## src/rtl/dsm_decimation_chain.sv

```systemverilog
`default_nettype none
// ============================================================================
// dsm_decimation_chain : 1-bit DSM stream -> 24-bit PCM, CIC4 (R=32) + HB FIR (R=2)
// Revision: 1.0
// ============================================================================
module dsm_decimation_chain (
    input  logic        clk,
    input  logic        rst_n,
    input  logic        dsm_in,
    input  logic        dsm_en,
    output logic [23:0] pcm_out,
    output logic        pcm_valid
);

    localparam int N_STAGES = 4;
    localparam int N_TAPS   = 7;

    logic signed [23:0] integ_q [N_STAGES];
    logic signed [23:0] integ_d [N_STAGES];
    logic signed [23:0] comb_dly_q [N_STAGES];
    logic signed [23:0] comb_diff [N_STAGES];
    logic signed [23:0] tap_q [N_TAPS];
    logic signed [23:0] y_q;
    logic signed [23:0] x_in;
    logic [4:0]         cnt_q;
    logic               dec_q;
    logic               y_vld_q;
    logic               phase_q;
    logic               fir_go_q;

    logic signed [27:0] e0, e2, e3, e4, e6;
    logic signed [27:0] acc;
    logic signed [27:0] acc_sh;
    logic [23:0]        pcm_sat;

    // Integrators chain combinationally within one strobe, so no extra sample delay.
    always_comb begin
        x_in       = dsm_in ? 24'sd1 : -24'sd1;
        integ_d[0] = integ_q[0] + x_in;
        for (int i = 1; i < N_STAGES; i++) begin
            integ_d[i] = integ_q[i] + integ_d[i-1];
        end
        comb_diff[0] = integ_q[N_STAGES-1] - comb_dly_q[0];
        for (int i = 1; i < N_STAGES; i++) begin
            comb_diff[i] = comb_diff[i-1] - comb_dly_q[i];
        end
    end

    always_comb begin
        e0     = {{4{tap_q[0][23]}}, tap_q[0]};
        e2     = {{4{tap_q[2][23]}}, tap_q[2]};
        e3     = {{4{tap_q[3][23]}}, tap_q[3]};
        e4     = {{4{tap_q[4][23]}}, tap_q[4]};
        e6     = {{4{tap_q[6][23]}}, tap_q[6]};
        acc    = (e2 <<< 3) + e2 + (e3 <<< 4) + (e4 <<< 3) + e4 - e0 - e6;
        acc_sh = acc >>> 2;
        // In range only when the bits above the 24-bit sign are pure sign extension.
        if (acc_sh[27:23] == 5'b00000 || acc_sh[27:23] == 5'b11111) begin
            pcm_sat = acc_sh[23:0];
        end else if (acc_sh[27]) begin
            pcm_sat = 24'h800000;
        end else begin
            pcm_sat = 24'h7FFFFF;
        end
    end

    always_ff @(posedge clk) begin
        if (!rst_n) begin
            for (int i = 0; i < N_STAGES; i++) begin
                integ_q[i]    <= '0;
                comb_dly_q[i] <= '0;
            end
            for (int i = 0; i < N_TAPS; i++) begin
                tap_q[i] <= '0;
            end
            cnt_q     <= '0;
            dec_q     <= 1'b0;
            y_q       <= '0;
            y_vld_q   <= 1'b0;
            phase_q   <= 1'b0;
            fir_go_q  <= 1'b0;
            pcm_out   <= '0;
            pcm_valid <= 1'b0;
        end else begin
            dec_q <= dsm_en && (cnt_q == 5'd31);
            if (dsm_en) begin
                cnt_q <= cnt_q + 5'd1;
                for (int i = 0; i < N_STAGES; i++) begin
                    integ_q[i] <= integ_d[i];
                end
            end

            y_vld_q <= dec_q;
            if (dec_q) begin
                comb_dly_q[0] <= integ_q[N_STAGES-1];
                for (int i = 1; i < N_STAGES; i++) begin
                    comb_dly_q[i] <= comb_diff[i-1];
                end
                y_q <= comb_diff[N_STAGES-1];
            end

            fir_go_q <= y_vld_q && phase_q;
            if (y_vld_q) begin
                tap_q[0] <= y_q;
                for (int i = 1; i < N_TAPS; i++) begin
                    tap_q[i] <= tap_q[i-1];
                end
                phase_q <= ~phase_q;
            end

            pcm_valid <= fir_go_q;
            if (fir_go_q) begin
                pcm_out <= pcm_sat;
            end
        end
    end

endmodule
`default_nettype wire

```

## config.mk

```make
export PLATFORM = sky130hd
export DESIGN_NAME = dsm_decimation_chain
export DESIGN_NICKNAME = d
export VERILOG_FILES = /design/src/rtl/dsm_decimation_chain.sv
export SDC_FILE = /design/constraint.sdc
export NUM_CORES = 1
export LEC_CHECK = 0
export ABC_AREA = 0
export CAP_MARGIN = 20
export CORE_MARGIN = 2
export CORE_UTILIZATION = 30
export CTS_BUF_LIST = sky130_fd_sc_hd__clkbuf_16
export DETAILED_ROUTE_END_ITERATION = 6
export HOLD_SLACK_MARGIN = 0.15
export PLACE_DENSITY = 0.41
export SKIP_LAST_GASP = 1
export SYNTH_ARGS = -nofsm -noshare
export SYNTH_HDL_FRONTEND = slang
export SYNTH_SLANG_ARGS = --single-unit
```

## constraint.sdc

```tcl
create_clock -name clk -period 14.2 [get_ports clk]
set_input_delay 2.84 -clock clk [delete_from_list [all_inputs] [get_ports clk]]
set_output_delay 2.84 -clock clk [all_outputs]
set_load 0.005 [all_outputs]
```

==> flow_summary.toml <==
[sta]
min_period_ps = 10680
setup_viol = 0
rsz0062_at_grt = "no"
drv_slew = 0
period_share = 0.752
max_freq_mhz = 93.6
setup_tns_ps = 0
slew-limit-headroom = 0.334
finalHoldViolations = 0
skew_ps = 25.4
tightest_slew_ps = 974

[global_route]
antenna_found_initial = 0
overflow = 0
grt_max_degree = 165
grtUsageTotal = 0.129
grt_pass1_wl_mm = 100
grt_pass1_vias = 18679

[placement]
place_congestion = 0.814
numPortBuffers = 28
place_hpwl_mm = 43.3

[setup_path]
r2r_end = "y_q[21]$_SDFFE_PN0P_"
r2r_start = "integ_q[3][0]$_SDFFCE_PN0P_"
path_class = "in2reg"
regToRegSetupSlack_ps = 5990
cp_max_fo = 22
startpoint = "dsm_in"
cpMaxStageDelayCell = "a2111oi_0"
r2r_cells = 39
slowest_delay_ps = 850
cp.required_ps = 14560
cp-endpoint = "integ_q[3][23]$_SDFFCE_PN0P_"
cp-start-kind = "input pin"
crit_arrival_ps = 11040
endpoint_kind = "register"

[clock_tree]
post-cts-setup-buffers = 0
path_clk_slew_ps = 60
h-tree-depth = 2
cts_root_buffer = "clkbuf_16"
clock_latency_ps = 640
clk_path_buf_depth = 3
hold_buffers = 0
cts_resized = 0
cts_made_buffers = 55
cts_tree = "yes"
cts_sinks = 418

[drt]
drc = 0
first_iter_violations = 891
postRouteAntennaNets = 0
drtPass1Iterations = 5
via_per_inst = 4.69
wirelength_mm = 61.4
routedWlPerCell_um = 15.6
vias = 18431

[synthesis]
ys_types = 73
yosys_warnings = 0
syn_avg_cell_area_sq_um = 10.8
synthFlopType = "edfxtp_1"
synthArstFlopShare = 0
synth_edf_count = 360
ys_top_cells_by_count = "360 x edfxtp_1, 279 x inv_1, 221 x ha_1, 194 x and3_1, 170 x a21oi_1"
synthTopCellsByArea = "edfxtp_1 39%, ha_1 9.9%, fa_1 9.2%"
yosys.area.top_type_share = 0.386
yosys_register_bits = 418
synth-seq-area-share = 0.427
synth_top_cell_by_area = "edfxtp_1"
synth_area_sq_um = 28000
yosysMostFrequentCell = "edfxtp_1"
synthesis.instances = 2603
synth_nets = 2957

[floorplanning]
die_h_um = 310
start_util = 0.302
io_pins = 29
std_cell_rows = 112
die_width_um = 310
core_sq_um = 92900
dieArea_sq_um = 95900

[final_layout]
syn_to_final_growth_pct = 12.8
drive_above_1_share = 0.0471
fillers = 9348
n_antenna_cell = 0
finalNetCount = 2980

[run]
cap_violations = 0

[hold_path]
hold_class = "reg2reg"

[run_status]
outcome = "finished clean"
[placed cells by master, fill, tap and decap left out, types with 71 or more instances in the layout]
cell and n:
edfxtp_1 360, inv_1 287, ha_1 221, and3_1 194
a21oi_1 170, and2_1 161, nor2_1 137, xnor2_1 132
fa_1 129, o21ai_0 116, a21o_1 80, nand2_1 71
[per-stage QoR]
step	cells	area [sq um]	util	hold slack [ps]	worst slack [ps]
floorplan	2603	28000	-	417	4620
global placement	3821	29700	0.320	427	2990
detailed placement	3822	29700	0.320	441	2850
CTS	3926	31600	0.340	455	3510
global route	3927	31600	0.340	487	2800
finish	3927	31600	0.340	446	3520
[registers in the layout, summed over array words and instances (netlist names)]
register and flops:
tap_q 168, comb_dly_q 96, integ_q 96, pcm_out 24
y_q 24, cnt_q 5, dec_q 1, fir_go_q 1
pcm_valid 1, phase_q 1, y_vld_q 1
[routing by layer]
layer | GRT usage | share of wire | routed length, um | up-vias
met3 | 0.0188 | 0.027 | 1630 | 91
met2 | 0.219 | 0.48 | 29300 | 175
met1 | 0.170 | 0.47 | 29100 | 8901
met4 | 0.0389 | 0.023 | 1410 | 0
li1 | - | - | - | 9264
met5 | 0 | 0 | 0 | -
[worst min path at each step]
| stage | start | end | slack (ps) | cells after the start |
|---|---|---|---|---|
| 6_report | y_q[16]$_SDFFE_PN0P_ | y_q[16]$_SDFFE_PN0P_ | 450 | 2 |
| 5_1_grt | y_q[14]$_SDFFE_PN0P_ | y_q[14]$_SDFFE_PN0P_ | 490 | 2 |
| 2_1_floorplan | y_q[14]$_SDFFE_PN0P_ | y_q[14]$_SDFFE_PN0P_ | 420 | 2 |
| 3_5_place_dp | y_q[16]$_SDFFE_PN0P_ | y_q[16]$_SDFFE_PN0P_ | 440 | 2 |
| 4_1_cts | y_q[16]$_SDFFE_PN0P_ | y_q[16]$_SDFFE_PN0P_ | 460 | 2 |
| 3_3_place_gp | y_q[18]$_SDFFE_PN0P_ | y_q[18]$_SDFFE_PN0P_ | 430 | 2 |
[cells by family after synthesis]
family,share of synthesized area
adders and majority gates,0.191
buffers and inverters,0.0479
and+or+nand+nor,0.141
AOI/OAI and AO/OA,0.127
muxes,0.00678
DFF,0.427
xor gates and xnor gates,0.0605
[critical path, delay by kind of cell]
family	cells	cell delay [ps]
and+or+nand+nor	10	1690
adders and majority gates	4	1360
xor gates and xnor gates	5	850
buffers and inverters	2	1120
AOI/OAI and AO/OA	13	3170
[final cells by class]
class,instances,area (sq um),area share
tap,1254,1570,0.0496
timing repair buffer,44,414,0.0131
clock buffer,55,1380,0.0435
inverter,279,1050,0.0332
sequential,418,12000,0.379
clock inverter,49,494,0.0156
multi-input combinational,1828,14700,0.466
Power is not shown: default switching activity piles up to over one toggle a cycle in this logic, so the estimate is an artifact.
